$ cat src/rtl/bnn_param_loader.sv
// Parameter loader for a daisy-chained binary neuron array.
// Serializes a byte stream MSB-first onto the chain, strobing setup per bit.
module bnn_param_loader #(
  parameter int NEURONS   = 4,
  parameter int INPUTS    = 8,
  parameter int BIAS_BITS = 3
) (
  input  logic       clk,
  input  logic       reset,
  input  logic       start,
  input  logic [7:0] in_data,
  input  logic       in_valid,
  output logic       in_ready,
  output logic       setup,
  output logic       param_out,
  output logic       busy,
  output logic       loaded
);

  localparam int TOTAL_BITS = NEURONS * (INPUTS + BIAS_BITS);
  localparam int NUM_BYTES  = (TOTAL_BITS + 7) / 8;
  localparam int BW         = $clog2(TOTAL_BITS + 1);
  localparam int CW         = $clog2(NUM_BYTES + 1);

  localparam logic [BW-1:0] TOT  = BW'(TOTAL_BITS);
  localparam logic [BW-1:0] LAST = BW'(TOTAL_BITS - 1);
  localparam logic [CW-1:0] NB   = CW'(NUM_BYTES);

  typedef enum logic [1:0] {
    IDLE,
    LOAD,
    DONE
  } state_e;

  state_e        state_q;
  logic          busy_q;
  logic          loaded_q;
  logic [7:0]    byte_q;
  logic          have_q;
  logic [2:0]    idx_q;
  logic [CW-1:0] bytes_q;
  logic [BW-1:0] bits_q;

  logic in_load;
  logic setup_w;
  logic ready_w;
  logic accept_w;
  logic last_w;

  assign in_load = (state_q == LOAD);
  assign setup_w = in_load & have_q & (bits_q < TOT);

  // A new byte may land on the same cycle the old one shifts its bit 0.
  assign ready_w = in_load & (bytes_q < NB)
                 & (~have_q | (setup_w & (idx_q == 3'd7)));

  assign accept_w = in_valid & ready_w & ~start;
  assign last_w   = setup_w & (bits_q == LAST);

  assign in_ready  = ready_w;
  assign setup     = setup_w;
  assign param_out = setup_w ? byte_q[3'd7 - idx_q] : 1'b0;
  assign busy      = busy_q;
  assign loaded    = loaded_q;

  always_ff @(posedge clk) begin
    if (reset) begin
      state_q  <= IDLE;
      busy_q   <= 1'b0;
      loaded_q <= 1'b0;
      byte_q   <= 8'd0;
      have_q   <= 1'b0;
      idx_q    <= 3'd0;
      bytes_q  <= '0;
      bits_q   <= '0;
    end else if (start) begin
      // Start from any state (re)opens a clean load; a partial byte is dropped.
      state_q  <= LOAD;
      busy_q   <= 1'b1;
      loaded_q <= 1'b0;
      have_q   <= 1'b0;
      idx_q    <= 3'd0;
      bytes_q  <= '0;
      bits_q   <= '0;
    end else begin
      unique case (state_q)
        IDLE: begin
        end
        LOAD: begin
          if (setup_w) begin
            bits_q <= bits_q + BW'(1);
            idx_q  <= idx_q + 3'd1;
            if (idx_q == 3'd7) have_q <= 1'b0;
          end
          if (accept_w) begin
            byte_q  <= in_data;
            have_q  <= 1'b1;
            idx_q   <= 3'd0;
            bytes_q <= bytes_q + CW'(1);
          end
          // Pad bits at the tail of the final byte are never shifted.
          if (last_w) begin
            state_q  <= DONE;
            busy_q   <= 1'b0;
            loaded_q <= 1'b1;
            have_q   <= 1'b0;
          end
        end
        DONE: begin
        end
        default: begin
          state_q  <= IDLE;
          busy_q   <= 1'b0;
          loaded_q <= 1'b0;
        end
      endcase
    end
  end

endmodule

$ cat config.mk
export PLATFORM = sky130hd
export DESIGN_NAME = bnn_param_loader
export DESIGN_NICKNAME = d
export VERILOG_FILES = /design/src/rtl/bnn_param_loader.sv
export SDC_FILE = /design/constraint.sdc
export NUM_CORES = 1
export LEC_CHECK = 0
export ABC_AREA = 1
export BUFFER_PORTS_ARGS = -buffer_cell sky130_fd_sc_hd__buf_2
export CAP_MARGIN = 40
export CORE_ASPECT_RATIO = 0.9
export CORE_UTILIZATION = 27
export DETAILED_ROUTE_END_ITERATION = 8
export RECOVER_POWER = 25
export SKIP_CTS_REPAIR_TIMING = 1
export SYNTH_ARGS = -nofsm -noshare
export SYNTH_HDL_FRONTEND = slang
export SYNTH_SLANG_ARGS = --single-unit
$ cat constraint.sdc
create_clock -name clk -period 2 [get_ports clk]
set_input_delay 0.4 -clock clk [delete_from_list [all_inputs] [get_ports clk]]
set_output_delay 0.4 -clock clk [all_outputs]
set_load 0.005 [all_outputs]
==> results of run 1 <==
==> logic make-up after synthesis <==
| kind of cell | share of synthesized area, % |
|---|---|
| xor gates and xnor gates | 0.802 |
| DFF | 42.2 |
| buffers and inverters | 6.99 |
| AOI/OAI and AO/OA | 17.4 |
| adders and majority gates | 4.58 |
| and+or+nand+nor | 28.1 |
==> layout make-up <==
type,count,share of cell area (%)
multi-input cells,105,44.0
flip-flops and latches,23,36.5
repair buffers,18,7.53
well taps,46,4.56
inverters,13,3.87
clock buffers,4,3.57
==> final timing paths <==
check	start	endpoint	slack (ns)	cells after the start
worst max register to register	idx_q[0]	idx_q[1]	0.41	7
worst max-delay path	have_q	param_out	0.16	7
worst min-delay path	start	state_q[0]	0.38	3
worst min register to register	byte_q[3]	byte_q[3]	0.47	2
==> worst min-delay path: cells and delay by family <==
kind	cells	cell delay (ns)
buffers and inverters	1	0.10
AOI/OAI and AO/OA	1	0.04
and+or+nand+nor	1	0.07
==> synth_stat cells <==
cell	instances	area share (%)
or2_1	1	0.57
clkbuf_1	1	0.34
o21ai_0	8	3.7
clkinv_1	1	0.34
dfxtp_1	23	42
nor2_4	1	1.0
buf_6	1	1.0
buf_2	1	0.46
or2_2	1	0.57
inv_2	3	1.0
nor2_1	16	5.5
a21boi_4	1	1.7
nand3b_1	1	0.69
a31oi_1	2	1.1
nand2_2	1	0.57
nand3_2	2	1.8
nand2_1	21	7.2
xor2_1	1	0.80
nor3_1	3	1.4
o221ai_1	1	0.80
buf_4	1	0.69
a21oi_1	22	10
inv_1	9	3.1
nand3_1	19	8.7
ha_1	4	4.6
==> sequential cells by signal, indices dropped and copies added (netlist names) <==
name,flops
bits_q,6
byte_q,8
bytes_q,3
have_q,1
idx_q,3
state_q,2
==> per-layer routing <==
layer | wire length (um) | track usage, % | up-vias
met2 | 923 | 17.7 | 12
li1 | - | - | 527
met5 | 0 | 0 | -
met3 | 86 | 3.73 | 2
met4 | 16 | 2.30 | 0
met1 | 1200 | 15.0 | 427
==> power by group through the flow <==
stage / clock, W / combinational (W) / sequential, W
floorplan: 0 / 0.0000396 / 0.000479
global placement: 0 / 0.0000613 / 0.000480
detailed placement: 0 / 0.0000623 / 0.000480
CTS: 0.000298 / 0.0000622 / 0.000469
global route: 0.000312 / 0.0000696 / 0.000470
finish: 0.000280 / 0.0000610 / 0.000469
==> through the flow <==
stage / setup slack, ns / hold WS, ns / cells / total power (W)
global placement: 0.427 / 0.461 / 205 / 0.000541
finish: 0.159 / 0.381 / 209 / 0.000810
detailed placement: 0.392 / 0.460 / 205 / 0.000542
global route: 0.0131 / 0.395 / 209 / 0.000852
floorplan: 0.488 / 0.440 / 145 / 0.000518
CTS: 0.116 / 0.378 / 209 / 0.000829
==> impl_metrics.yaml, run 1 <==
status:
  status: "finished clean"
floorplan:
  initial_core_util_pct: 28.9
  die_w_um: 69.0
  die_area_sq_um: 4300
  ios: 17
  core_sq_um: 3780
  dieHeight_um: 62.3
  rows: 21
setup_path:
  end_kind: "output port"
  critPathBufInv: 3
  max_stage_delay_ns: 0.44
  cp_top_family: "flip-flops"
  critical_path.most_common_cell: "inv_2"
  crit_type: "reg -> out"
  cp_data_required_time_ns: 1.60
  arrival_ns: 1.44
  crit_slowest_cell: "dfxtp_1"
  path_cells: "inv_2 -> nor2_4 -> nand2_2 -> inv_2 -> nand2_1 -> nor2_1 -> buf_2"
  critPathLaunchType: "flop"
  crit_fanout: 9
layout:
  final_nets: 180
  diodes: 0
  ff_latch_area_sq_um: 460
  drive_gt1_share_pct: 18.4
  multiInputGateArea_sq_um: 556
  layout_common_cells: "dfxtp_1, a21oi_1, nand2_1"
  fin_area_sq_um: 1260
  fillCellCount: 430
  final_core_util_pct: 33.4
  layout.cells.most_common: "dfxtp_1"
  area_delta_synth_final_pct: 15.6
timing:
  setup_viol: 0
  rsz0062_at_grt: "no"
  min_period_over_period_pct: 92.0
  fmax_mhz: 543
  hold_violations: 0
  maxSlewHeadroom_pct: 78.0
  slew_violations: 0
  worst_pin_slew_ns: 0.330
  period_minus_slack_ns: 1.84
  fin_skew_ns: 0.00230
  fin_setup_tns_ns: 0
drt:
  ant_nets: 0
  vias: 968
  drt-initial-drc-count: 41
  wl_per_cell_um: 10.6
  route.detailed.drc: 0
  dr.pass1.iters: 4
  viasPerCell: 4.63
  routed_wirelength_um: 2220
power:
  switching_share_pct: 22.1
  p_switching_w: 0.000179
  p_leak_nw: 0.459
  combPwrFrac_pct: 7.5
  p_per_area_nw_per_um2: 641
  ir_worst_vdd_mv: 0.288
  power_frac_clock_pct: 34.5
  p_int_w: 0.000631
  seqPwrFrac_pct: 57.9
grt:
  grt_max_degree: 18
  grt_pass1_vias: 919
  grt_pass1_wl_um: 4050
  gr-total-overflow: 0
  antenna_found_initial: 0
  grt_usage_pct: 11.3
clock_network:
  cts_buffers: 3
  clock_sinks: 23
  clkTransAtPathRegs_ns: 0.08
  cts_tree: "built"
  htree_num_levels: 1
  clk_latency_ns: 0.26
  clockBufferDepth: 2
  cts-root-buf: "clkbuf_8"
yosys:
  synth_area_sq_um: 1090
  netlist_instances: 145
  synth-seq-cells: 23
  synth.avg_cell_area_sq_um: 7.53
  syn_nets: 161
  yosysWarnings: 0
  ys_seq_area_share_pct: 42.2
  synth.distinct_cells: 25
place:
  dpl.hpwl_um: 1660
  gp_congestion: 0.726
  placed_cell_area_sq_um: 1220
  io_buffers: 16
job:
  cap_violations: 0
hold_path:
  hold_class: "in -> reg"
(Power assumes the default switching activity.)
==> inputs of run 2 (changes only) <==
==> constraint.sdc (replaced) <==
create_clock -name clk -period 2.2 [get_ports clk]
set_input_delay 0.44 -clock clk [delete_from_list [all_inputs] [get_ports clk]]
set_output_delay 0.44 -clock clk [all_outputs]
set_load 0.005 [all_outputs]
==> run 2 against run 1 <==
  * Non-clock buffer count unchanged
  * Via count fell by 0.31%
  * Cell count did not move
  * Worst hold slack better by 0.030 ns
  * Largest power group unchanged
  * Combinational power down 9.5%
  * Critical path depth is the same
  * First-iteration DRC count up 24%
  * Die area did not move
  * Critical endpoint unchanged
  * Largest cell class unchanged
  * Sequential share of layout area about the same
  * Flip-flop and latch count did not move
==> impl_metrics.yaml, run 2 (synthesized netlist as in run 1, its figures left out) <==
layout:
  regMostFlops: "byte_q"
  layout_common_cells: "dfxtp_1, a21oi_1, nand2_1"
  stdcell_count: 209
  layout.cells.most_common: "dfxtp_1"
  area_delta_synth_final_pct: 15.5
  largest_reg_flops: 8
  drive_gt1_share_pct: 17.8
  final_core_util_pct: 33.3
  fillCellCount: 425
  final_nets: 180
  diodes: 0
  reg_top3: "byte_q (8), bits_q (6)"
status:
  status: "finished clean"
place:
  dp_cells: 205
  dpl.hpwl_um: 1630
  io_buffers: 16
  gp_congestion: 0.701
grt:
  grt_pass1_wl_um: 4020
  grt_max_degree: 18
  grt_usage_pct: 11.4
  antenna_found_initial: 0
  gr-total-overflow: 0
  grtUsageMet1_pct: 15.2
  gr-usage-met2_pct: 17.6
  busiest_layer: "met2"
  grt_use_met3_pct: 3.90
  grt_pass1_vias: 899
timing:
  min_period_over_period_pct: 86.0
  hold_violations: 0
  worst_pin_slew_ns: 0.485
  fin_setup_tns_ns: 0
  maxSlewHeadroom_pct: 67.6
  rsz0062_at_grt: "no"
  fmax_mhz: 529
  fin_skew_ns: 0.00380
  setup_viol: 0
  slew_violations: 0
  period_minus_slack_ns: 1.89
setup_path:
  critPathLaunchType: "flop"
  reg2reg_depth: 7
  worstReg2RegStart: "idx_q[0]"
  cp_top_family: "flip-flops"
  crit_slowest_cell: "dfxtp_1"
  regToRegSetupSlack_ns: 0.58
  cp_data_required_time_ns: 1.76
  critical_path.most_common_cell: "inv_2"
  crit_fanout: 9
  crit_type: "reg -> out"
  critPathBufInv: 3
  end_kind: "output port"
  max_stage_delay_ns: 0.44
  rr_endpoint: "idx_q[1]"
  path_cells: "inv_2 -> nor2_4 -> nand2_2 -> inv_2 -> nand2_1 -> nor2_1 -> buf_2"
  arrival_ns: 1.45
drt:
  viasPerCell: 4.62
  drt-initial-drc-count: 51
  vias: 965
  dr.pass1.iters: 4
  wl_per_cell_um: 10.5
  routed_wirelength_um: 2200
  ant_nets: 0
  route.detailed.drc: 0
floorplan:
  die_w_um: 69.0
  dieHeight_um: 62.3
  initial_core_util_pct: 28.9
  rows: 21
  die_area_sq_um: 4300
  core_sq_um: 3780
  ios: 17
hold_path:
  hold_class: "in -> reg"
  worstHoldPathCells: 3
  min_to: "state_q[0]"
  hold_start: "start"
clock_network:
  cts_buffers: 3
  clock_sinks: 23
  htree_num_levels: 1
  clockBufferDepth: 2
  cts-root-buf: "clkbuf_8"
  clkTransAtPathRegs_ns: 0.08
  cts_tree: "built"
  clk_latency_ns: 0.26
power:
  ir_worst_vdd_mv: 0.222
  p_per_area_nw_per_um2: 585
  p_leak_nw: 0.456
  fin_total_pwr_w: 0.000738
job:
  cap_violations: 0
-- run 2: cell types whose count changed in the layout (fill, tap and decap cells not counted) --
cell	before	now
clkbuf_1	1	2
or2_0	0	1
or2_1	1	0
buf_2	16	15
-- run 2: worst reg2reg max path, delay by kind of cell, from the launching register on --
family / cells / cell delay, ns
adder cells (fa/ha/maj): 2 / 0.34
AO/OA/AOI/OAI: 1 / 0.08
flip-flops: 1 / 0.44
AND/OR/NAND/NOR: 4 / 0.65
-- run 2: power breakdown --
group	leakage, nW	internal [W]	total, W	switching, W
sequential	0.186	0.000422	0.000426	0.00000407
combinational	0.247	0.0000224	0.0000552	0.0000328
clock	0.0228	0.000129	0.000256	0.000127
total	0.456	0.000574	0.000738	0.000164
-- run 2: final cells by class --
cell class | instances | area [sq um] | share of cell area, %
clock buffer | 4 | 45.0 | 3.57
inverter | 13 | 48.8 | 3.87
timing repair buffer | 18 | 93.8 | 7.44
sequential | 23 | 460 | 36.5
tap | 46 | 57.6 | 4.56
multi-input combinational | 105 | 556 | 44.0
-- run 2: worst max-delay path by stage --
stage	start	end	slack, ns	cells after the start
after floorplan	idx_q[0]	in_ready	0.65	5
after detailed placement	reset	bits_q[4]	0.56	4
after CTS	have_q	param_out	0.26	7
after global routing	state_q[0]	param_out	0.18	7
after global placement	have_q	param_out	0.58	7
final	have_q	param_out	0.31	7
-- run 2: per-layer routing --
| layer | part of all wire [%] | up-vias |
|---|---|---|
| li1 | - | 523 |
| met1 | 54 | 424 |
| met2 | 40 | 16 |
| met3 | 4.9 | 2 |
| met4 | 0.73 | 0 |
| met5 | 0 | - |
-- run 2: metrics by stage --
step,setup WS (ns),instance area [sq um],hold slack [ns]
6_report,0.308,1260,0.411
5_1_grt,0.177,1260,0.446
4_1_cts,0.265,1260,0.409
3_5_place_dp,0.562,1220,0.461
3_3_place_gp,0.582,1220,0.459
2_1_floorplan,0.648,1090,0.440
==> inputs of run 3 (changes only) <==
--- a/config.mk
+++ b/config.mk
@@ -5,7 +5,6 @@
 export SDC_FILE = /design/constraint.sdc
 export NUM_CORES = 1
 export LEC_CHECK = 0
-export ABC_AREA = 1
 export BUFFER_PORTS_ARGS = -buffer_cell sky130_fd_sc_hd__buf_2
 export CAP_MARGIN = 40
 export CORE_ASPECT_RATIO = 0.9
==> run 3 against run 2 <==
  * Via count up 0.41%
  * Highest routed layer unchanged
  * Critical path depth down 1
  * Sequential share of layout area down 0.79 points
  * Worst setup slack worse by 0.17 ns
  * Clock-buffer cell count down 1
  * Clock skew down 0.0022 ns
  * First-iteration DRC count up 12%
  * Combinational power down 11%
  * Synthesized cell count down 14%
  * Non-clock buffer count unchanged
==> impl_metrics.yaml, run 3 <==
timing:
  maxSlewHeadroom_pct: 69.1
  fmax_mhz: 485
  min_period_over_period_pct: 93.7
  fin_skew_ns: 0.00164
  worst_pin_slew_ns: 0.464
  slew_violations: 0
  period_minus_slack_ns: 2.06
  setup_viol: 0
  rsz0062_at_grt: "no"
  fin_hold_ws_ns: 0.412
  fin_setup_tns_ns: 0
  hold_violations: 0
setup_path:
  cp_data_required_time_ns: 1.76
  end_kind: "output port"
  reg2reg_depth: 6
  critical_path.most_common_cell: "ha_1"
  crit_type: "reg -> out"
  worstReg2RegStart: "idx_q[1]"
  rr_endpoint: "bytes_q[2]"
  crit_fanout: 16
  max_stage_delay_ns: 0.41
  critPathLaunchType: "flop"
  arrival_ns: 1.62
  crit_slowest_cell: "dfxtp_1"
  path_cells: "ha_1 -> ha_1 -> nand2b_1 -> o211a_4 -> nor2_1 -> buf_2"
  regToRegSetupSlack_ns: 0.40
power:
  p_per_area_nw_per_um2: 579
  combPwrFrac_pct: 6.6
  p_switching_w: 0.000178
  p_int_w: 0.000570
  ir_worst_vdd_mv: 0.480
  p_leak_nw: 0.483
  seqPwrFrac_pct: 57.1
  switching_share_pct: 23.8
  power_frac_clock_pct: 36.3
  fin_total_pwr_w: 0.000748
grt:
  grt_pass1_wl_um: 4240
  busiest_layer: "met2"
  antenna_found_initial: 0
  grt_pass1_vias: 937
  gr-total-overflow: 0
  grt_max_degree: 17
  grt_use_met3_pct: 2.58
  gr-usage-met2_pct: 19.0
  grt_usage_pct: 11.9
  grtUsageMet1_pct: 16.0
layout:
  fillCellCount: 407
  stdcell_count: 187
  reg_top3: "byte_q (8), bits_q (6)"
  regMostFlops: "byte_q"
  drive_gt1_share_pct: 21.3
  largest_reg_flops: 8
  layout.cells.most_common: "dfxtp_1"
  area_delta_synth_final_pct: 15.8
  layout_common_cells: "dfxtp_1, buf_2, a21oi_1"
  diodes: 0
  final_nets: 158
clock_network:
  clkTransAtPathRegs_ns: 0.08
  clk_latency_ns: 0.27
  cts-root-buf: "clkbuf_8"
  htree_num_levels: 1
  cts_buffers: 3
  clock_sinks: 23
  clockBufferDepth: 2
  cts_tree: "built"
place:
  gp_congestion: 0.740
  io_buffers: 16
  dp_cells: 183
  dpl.hpwl_um: 1790
drt:
  wl_per_cell_um: 13.0
  routed_wirelength_um: 2440
  ant_nets: 0
  route.detailed.drc: 0
  drt-initial-drc-count: 57
  vias: 969
  dr.pass1.iters: 4
  viasPerCell: 5.18
floorplan:
  dieHeight_um: 63.0
  initial_core_util_pct: 29.1
  rows: 21
  core_sq_um: 3840
  ios: 17
  die_w_um: 69.8
  die_area_sq_um: 4400
hold_path:
  hold_start: "in_data[0]"
  hold_class: "in -> reg"
  worstHoldPathCells: 3
  min_to: "byte_q[0]"
yosys:
  yosysWarnings: 0
  synth_area_sq_um: 1120
  synth-seq-cells: 23
  yosys.area.top_type: "dfxtp_1"
  ys_seq_area_share_pct: 41.3
  yosysMostFrequentCell: "dfxtp_1"
  synth_edf_count: 0
  synthArstFlopShare_pct: 0
  netlist_instances: 124
  synth.top_cell.area_share_pct: 41.3
  ys.flop_type: "dfxtp_1"
  ys_top_cells_by_count: "dfxtp_1, a21oi_1, nand3_1, o21ai_0, nor2_1"
  syn_nets: 140
  synth.area.top_cells: "dfxtp_1, a21oi_1, nand3_1, o21ai_0, ha_1"
  synth.distinct_cells: 36
  synth.avg_cell_area_sq_um: 9.00
status:
  status: "finished clean"
job:
  cap_violations: 0
[run 3: cell types whose count changed in the layout (fill, tap and decap cells not counted), sizes merged, moves of 3 or more]
| cell | change |
|---|---|
| xnor2 | +3 |
| nand3 | -9 |
| inv | -11 |
| nand2 | -17 |
| a21oi | -6 |
| nor2 | -8 |
| o21ai | +4 |
| nand2b | +4 |
[run 3: worst max path at each step]
stage	startpoint	endpoint	slack, ns	cells after the start
6_report	idx_q[1]	in_ready	0.14	6
5_1_grt	idx_q[1]	in_ready	0.02	6
4_1_cts	idx_q[0]	in_ready	0.08	6
3_5_place_dp	idx_q[0]	bytes_q[2]	0.35	6
3_3_place_gp	idx_q[0]	bytes_q[2]	0.42	6
2_1_floorplan	idx_q[0]	in_ready	0.42	6
[run 3: per-layer routing]
layer | wire (um) | vias up
met4 | 23 | 0
met1 | 1220 | 460
met2 | 1120 | 19
li1 | - | 488
met3 | 72 | 2
met5 | 0 | -
[run 3: final cells by class]
class	instances	area, sq um	area share (%)
repair buffers	18	91.3	7.07
multi-input cells	95	632	48.9
clock inverters	1	5.00	0.387
well taps	46	57.6	4.45
clock buffers	3	41.3	3.19
inverters	1	3.75	0.290
flip-flops and latches	23	462	35.7
[run 3: power by group through the flow]
stage	sequential [W]	clock (W)	combinational, W
global placement	0.000437	0	0.0000482
global route	0.000429	0.000291	0.0000561
finish	0.000427	0.000271	0.0000494
CTS	0.000427	0.000273	0.0000499
detailed placement	0.000437	0	0.0000495
floorplan	0.000435	0	0.0000293
[run 3: metrics by stage]
step,area [sq um],util (%),setup slack [ns]
CTS,1290,33.8,0.0766
detailed placement,1250,32.6,0.346
global route,1290,33.7,0.0212
finish,1290,33.7,0.139
floorplan,1120,-,0.423
global placement,1250,32.6,0.419
[run 3: logic make-up after synthesis]
kind of cell | count (synthesis) | share of synthesized area, %
mux | 4 | 5.83
xor+xnor | 4 | 3.14
fa+ha+maj | 4 | 4.48
compound gates | 36 | 19.4
buf+inv | 6 | 2.13
simple gates | 47 | 23.8
flops | 23 | 41.3
[run 3: worst max-delay path, delay by kind of cell, from the launching register on]
family	cells	cell delay, ns
flip-flops	1	0.41
AND/OR/NAND/NOR	2	0.21
adder cells (fa/ha/maj)	2	0.33
AO/OA/AOI/OAI	1	0.30
buffers and inverters	1	0.12
